**src/rtl/stopwatch_tick_counter.sv**
```systemverilog
// stopwatch_tick_counter: resynchronises the 10 Hz timebase and the three
// buttons into the clk_in domain and keeps an MM:SS.t BCD count with a lap
// snapshot. Display outputs drive the seven-segment driver directly.
//
// state | meaning
// ------+-----------------------------------------------------------
// IDLE  | count zeroed, waiting for start_stop
// RUN   | counting, display shows live count
// LAP   | counting, display frozen on lap registers
// PAUSE | count held, clear returns to IDLE
module stopwatch_tick_counter #(
  parameter int unsigned SYNC_STAGES = 2
) (
  input  logic       clk_in,
  input  logic       rst,
  input  logic       tick_in,
  input  logic       btn_start_stop,
  input  logic       btn_lap,
  input  logic       btn_clear,
  output logic [3:0] tenths,
  output logic [3:0] sec_ones,
  output logic [2:0] sec_tens,
  output logic [3:0] min_ones,
  output logic [2:0] min_tens,
  output logic       running,
  output logic       lap_active,
  output logic       wrap
);

  typedef enum logic [1:0] {S_IDLE, S_RUN, S_LAP, S_PAUSE} state_t;

  state_t state;

  // bit 0 tick, bit 1 start_stop, bit 2 lap, bit 3 clear
  logic [3:0] raw;
  logic [3:0] sync_q [SYNC_STAGES];
  logic [3:0] prev_q;
  logic [3:0] last;
  logic       tick_evt, ss_evt, lap_evt, clr_evt;

  logic [3:0] live_t, live_so, live_mo;
  logic [2:0] live_st, live_mt;
  logic [3:0] lap_t, lap_so, lap_mo;
  logic [2:0] lap_st, lap_mt;
  logic [3:0] nxt_t, nxt_so, nxt_mo;
  logic [2:0] nxt_st, nxt_mt;
  logic       nxt_wrap;
  logic       counting;

  assign raw  = {btn_clear, btn_lap, btn_start_stop, tick_in};
  assign last = sync_q[SYNC_STAGES-1];

  // Input synchronisers plus previous-value register for edge detection
  always_ff @(posedge clk_in or posedge rst) begin
    if (rst) begin
      for (int i = 0; i < int'(SYNC_STAGES); i++) sync_q[i] <= '0;
      prev_q <= '0;
    end else begin
      sync_q[0] <= raw;
      for (int i = 1; i < int'(SYNC_STAGES); i++) sync_q[i] <= sync_q[i-1];
      prev_q <= last;
    end
  end

  // Tick fires on either timebase edge; buttons on rising edge only
  assign tick_evt = last[0] ^ prev_q[0];
  assign ss_evt   = last[1] & ~prev_q[1];
  assign lap_evt  = last[2] & ~prev_q[2];
  assign clr_evt  = last[3] & ~prev_q[3];

  assign counting = (state == S_RUN) || (state == S_LAP);

  // Live count plus one, BCD cascade with rollover at 59:59.9
  always_comb begin
    nxt_t    = live_t;
    nxt_so   = live_so;
    nxt_st   = live_st;
    nxt_mo   = live_mo;
    nxt_mt   = live_mt;
    nxt_wrap = 1'b0;
    if (live_t != 4'd9) nxt_t = live_t + 4'd1;
    else begin
      nxt_t = 4'd0;
      if (live_so != 4'd9) nxt_so = live_so + 4'd1;
      else begin
        nxt_so = 4'd0;
        if (live_st != 3'd5) nxt_st = live_st + 3'd1;
        else begin
          nxt_st = 3'd0;
          if (live_mo != 4'd9) nxt_mo = live_mo + 4'd1;
          else begin
            nxt_mo = 4'd0;
            if (live_mt != 3'd5) nxt_mt = live_mt + 3'd1;
            else begin
              nxt_mt   = 3'd0;
              nxt_wrap = 1'b1;
            end
          end
        end
      end
    end
  end

  // Control FSM, live/lap registers and registered status outputs
  always_ff @(posedge clk_in or posedge rst) begin
    if (rst) begin
      state      <= S_IDLE;
      running    <= 1'b0;
      lap_active <= 1'b0;
      wrap       <= 1'b0;
      {live_t, live_so, live_st, live_mo, live_mt} <= '0;
      {lap_t, lap_so, lap_st, lap_mo, lap_mt}      <= '0;
    end else begin
      wrap <= 1'b0;
      // the tick is judged against the state before any transition
      if (counting && tick_evt) begin
        {live_t, live_so, live_st, live_mo, live_mt} <= {nxt_t, nxt_so, nxt_st, nxt_mo, nxt_mt};
        wrap <= nxt_wrap;
      end
      case (state)
        S_IDLE: begin
          if (ss_evt) begin
            state   <= S_RUN;
            running <= 1'b1;
          end
        end
        S_RUN: begin
          if (ss_evt) begin
            state   <= S_PAUSE;
            running <= 1'b0;
          end else if (lap_evt) begin
            state      <= S_LAP;
            lap_active <= 1'b1;
            if (tick_evt)
              {lap_t, lap_so, lap_st, lap_mo, lap_mt} <= {nxt_t, nxt_so, nxt_st, nxt_mo, nxt_mt};
            else
              {lap_t, lap_so, lap_st, lap_mo, lap_mt} <= {live_t, live_so, live_st, live_mo, live_mt};
          end
        end
        S_LAP: begin
          if (ss_evt) begin
            state      <= S_PAUSE;
            running    <= 1'b0;
            lap_active <= 1'b0;
          end else if (lap_evt) begin
            state      <= S_RUN;
            lap_active <= 1'b0;
          end
        end
        S_PAUSE: begin
          if (clr_evt) begin
            state <= S_IDLE;
            {live_t, live_so, live_st, live_mo, live_mt} <= '0;
            {lap_t, lap_so, lap_st, lap_mo, lap_mt}      <= '0;
          end else if (ss_evt) begin
            state   <= S_RUN;
            running <= 1'b1;
          end
        end
        default: state <= S_IDLE;
      endcase
    end
  end

  assign tenths   = lap_active ? lap_t  : live_t;
  assign sec_ones = lap_active ? lap_so : live_so;
  assign sec_tens = lap_active ? lap_st : live_st;
  assign min_ones = lap_active ? lap_mo : live_mo;
  assign min_tens = lap_active ? lap_mt : live_mt;

endmodule
```
**config.mk**
```make
export PLATFORM = sky130hd
export DESIGN_NAME = stopwatch_tick_counter
export DESIGN_NICKNAME = d
export VERILOG_FILES = /design/src/rtl/stopwatch_tick_counter.sv
export SDC_FILE = /design/constraint.sdc
export NUM_CORES = 1
export LEC_CHECK = 0
export BUFFER_PORTS_ARGS = -buffer_cell sky130_fd_sc_hd__buf_2
export CORE_AREA = 10 10 122 69
export DETAILED_ROUTE_END_ITERATION = 8
export DIE_AREA = 0 0 132 79
export PLACE_DENSITY = 0.66
export SLEW_MARGIN = 10
export SYNTH_ARGS = -nofsm -noshare
export SYNTH_HDL_FRONTEND = slang
export SYNTH_SLANG_ARGS = --single-unit
```
**constraint.sdc**
```tcl
create_clock -name clk_in -period 5.7 [get_ports clk_in]
set_input_delay 1.14 -clock clk_in [delete_from_list [all_inputs] [get_ports clk_in]]
set_output_delay 1.14 -clock clk_in [all_outputs]
set_load 0.01 [all_outputs]
```
==> qor.txt <==
LAYOUT
----------------------------------------------------------------------------------------------------
Share of layout cells above drive strength 1                                                   19.2%
Inserted Diodes                                                                                    0
Final layout net count                                                                           326
Post-layout util                                                                               51.9%
Post-Layout Cell Count                                                                           405
Area growth syn-to-layout                                                                      10.6%

GLOBAL ROUTE
----------------------------------------------------------------------------------------------------
Vias in the first global route                                                                  2206
Wire length of the first global-routing pass                                                 11.6 mm
Maximum number of pins on one net before global-route repair                                      54
GR Util met2                                                                                   17.6%
Fraction of met1 tracks used by global routing                                                 20.3%
Antenna violations before repair                                                                   0
Most Crowded Layer GR                                                                           met1
Combined global-route utilization of all metal layers                                          13.6%
GR Overflow Total                                                                                  0
Met3 routing resource usage after global routing                                               4.96%

YOSYS
----------------------------------------------------------------------------------------------------
Ys async rst share                                                                              100%
Largest cells by area after synthesis                                                   dfrtp_1, mux2_2, ha_1
Instance count of the mapped netlist                                                             298
Library cell with the largest summed area after synthesis                                    dfrtp_1
Synth top area share                                                                           44.3%
EDFF count, synth                                                                                  0
#FFs+latches synth                                                                                53
Library cell with the highest instance count after synthesis                                 dfrtp_1
Post-synthesis sequential area ratio                                                           44.3%
Unique masters post-synth                                                                         53
Commonest cells in the netlist                                                          dfrtp_1, nand2_1, nor2_1, a21oi_1, o21ai_0
Mean cell area of the mapped netlist                                                       10.1 um^2
Total number of yosys warnings                                                                     0
Syn Nets                                                                                         312
Top_reg_cell synth                                                                           dfrtp_1
Post-synth design cell area                                                                3000 um^2

SETUP PATH
----------------------------------------------------------------------------------------------------
Cell-by-cell trace of the critical path                                                 mux2_2, buf_2
Data arrival time at the worst-slack endpoint                                                1830 ps
Largest fanout on the critical path                                                               25
Data required time at the worst endpoint                                                     4560 ps
Critical Setup Path Class                                                                 reg -> out
Capturing element type of the critical path                                               output pin
CP Launch Type                                                                             flip-flop
Crit path max-delay cell type                                                                dfrtp_1
Slowest Stage Delay on Critical Path                                                          960 ps

CLOCKING
----------------------------------------------------------------------------------------------------
Clk sink count                                                                                    53
Root Buffer                                                                                clkbuf_16
Clock-pin slew reported for the worst setup and hold paths after clock tree synthesis          70 ps
Number of buffers inserted for hold repair after clock tree synthesis                              0
Worst-Skew Late Latency                                                                       300 ps
Buffers inserted during post-CTS setup optimization                                                0
Post-CTS Resized                                                                                   0
H-tree depth                                                                                       2
Clock tree from TritonCTS                                                                        yes
Number of CTS-inserted buffers                                                                     5
Buffer levels on the longest clock path                                                            2

ROUTING
----------------------------------------------------------------------------------------------------
Iteration count of the initial detailed-routing pass                                               7
Detailed Route WL                                                                            6.85 mm
Routed via count                                                                                2362
Number of remaining DRC errors                                                                     0
Drt wl/cell                                                                                  16.9 um
Via density per instance                                                                        5.83
Number of antenna-violating nets in the routed design                                              0
Detailed router's first-iteration violation count                                                260

TIMING
----------------------------------------------------------------------------------------------------
RSZ-0062 raised after global routing                                                              no
Relative slew margins                                                                          25.8%
FMAX                                                                                       0.337 GHz
Clock Skews                                                                                  10.9 ps
Minimum clock period                                                                         2970 ps
Setup TNS                                                                                       0 ps
Final hold viol count                                                                              0
Max-slew violation count                                                                           0
Final period util                                                                              52.1%
Worst setup slack after layout                                                               2730 ps
Worst slew pin tran                                                                          1110 ps
Number of setup violations in the final report                                                     0

PLACE
----------------------------------------------------------------------------------------------------
Count of buffers from port buffering                                                              26
Placement-stage worst setup slack                                                            3010 ps
Post-Place Cells                                                                                 397
Routability congestion estimate                                                                0.801
Detailed placer's ending HPWL                                                                4.74 mm

PWR
----------------------------------------------------------------------------------------------------
Switching Fraction                                                                             37.4%
Reported net switching power                                                                0.499 mW
Internal power component                                                                    0.835 mW
Sequential share of power                                                                      39.4%
Power share of the combinational group                                                         33.8%
Leak pwr                                                                                     1.50 nW
Power density of the placed cells                                                        403 nW/um^2
Final total power                                                                            1.33 mW
Maximum ir drop on the vdd rail                                                           0.000192 V
Clock power frac                                                                               26.8%

FLOORPLANNING
----------------------------------------------------------------------------------------------------
Number of ports placed on the die boundary                                                        27
Horizontal die dimension                                                                      132 um
Floorplan core area                                                                        6380 um^2
Vertical die dimension                                                                         79 um
Die Footprint                                                                             10400 um^2
Initial cell density of the core                                                               46.9%
Number of rows created at floorplan                                                               21

HOLD PATH
----------------------------------------------------------------------------------------------------
Kind of path behind the tightest hold check                                               reg -> reg

FLOW RUN
----------------------------------------------------------------------------------------------------
Count of max-cap constraint violations                                                             0

STATUS
----------------------------------------------------------------------------------------------------
Result of the run                                                                          completed

## final timing paths
check | startpoint | to | slack, ps | cells after the start
hold reg to reg | sync_q[6]$_DFF_PP0_ | last[2]$_DFF_PP0_ | 350 | 0
setup reg to reg | live_t[0]$_DFF_PP0_ | lap_mt[0]$_DFFE_PP0P_ | 3220 | 5
min in group asynchronous | rst | wrap$_DFF_PP0_ | 1010 | 3
setup / recovery | lap_active$_DFFE_PP0P_ | sec_ones[2] | 2730 | 2
max in group asynchronous | rst | lap_mo[2]$_DFFE_PP0P_ | 4240 | 3
hold / removal | sync_q[6]$_DFF_PP0_ | last[2]$_DFF_PP0_ | 350 | 0
## critical path, delay by kind of cell (launching register included)
family	cells	cell delay (ps)
buf+inv	1	140
flops	1	960
mux	1	420
## metrics by stage
step                hold WS (ps)  instance area [um^2]
finish                       350                  3310
global route                 359                  3310
CTS                          354                  3310
detailed placement           338                  3140
global placement             334                  3140
floorplan                    331                  3000
## layout make-up
| cell class | instances | area [um^2] |
|---|---|---|
| Fill cell | 594 | 3070 |
| Multi-Input combinational cell | 215 | 1520 |
| Sequential cell | 53 | 1330 |
| Clock buffer | 6 | 139 |
| Timing Repair Buffer | 27 | 138 |
| Tap cell | 92 | 115 |
| Clock inverter | 2 | 37.5 |
| Inverter | 10 | 37.5 |
## power by group through the flow
stage	Clock [mW]	Sequential (mW)	Combinational (mW)
6_report	0.357	0.526	0.451
5_1_grt	0.379	0.540	0.506
4_1_cts	0.365	0.525	0.451
3_5_place_dp	0	0.532	0.449
3_3_place_gp	0	0.531	0.441
2_1_floorplan	0	0.490	0.390
## placed cells by master, fill, tap and decap left out, types with 4 or more instances in the layout
cell type	count
nor3_1	7
and3b_1	4
o211ai_1	5
ha_1	8
and2_1	4
mux2_2	14
nor2_1	19
clkbuf_16	5
nand3_1	11
nand2_1	19
inv_1	9
o21ai_0	17
dfrtp_1	53
buf_2	26
nand4_1	8
a21oi_1	17
or3_1	4
xnor2_1	5
mux2i_1	6
nand3b_1	6
nand2b_1	5
a22o_1	4
o2bb2ai_1	7
## logic make-up after synthesis
| logic type | Yosys count | synth area share (%) |
|---|---|---|
| buffers and inverters | 30 | 5.01 |
| AOI/OAI and AO/OA | 78 | 18.0 |
| and+or+nand+nor | 102 | 19.7 |
| DFF | 53 | 44.3 |
| adders and majority gates | 8 | 3.34 |
| xor gates and xnor gates | 6 | 2.01 |
| muxes | 21 | 7.64 |
## registers in the layout, summed over array words and instances (netlist names)
register,count
lap_mo,4
lap_so,4
lap_t,4
last,4
live_mo,4
live_so,4
live_t,4
prev_q,4
sync_q,4
lap_mt,3
lap_st,3
live_mt,3
live_st,3
state,2
lap_active,1
running,1
wrap,1
## layer usage
metal  wire length (um)  part of all wire (%)
met5                  0                     0
met4                 65                  0.95
met3                592                   8.6
met2               2580                    38
met1               3610                    53
Note: power is estimated with default switching activity, not from simulation.
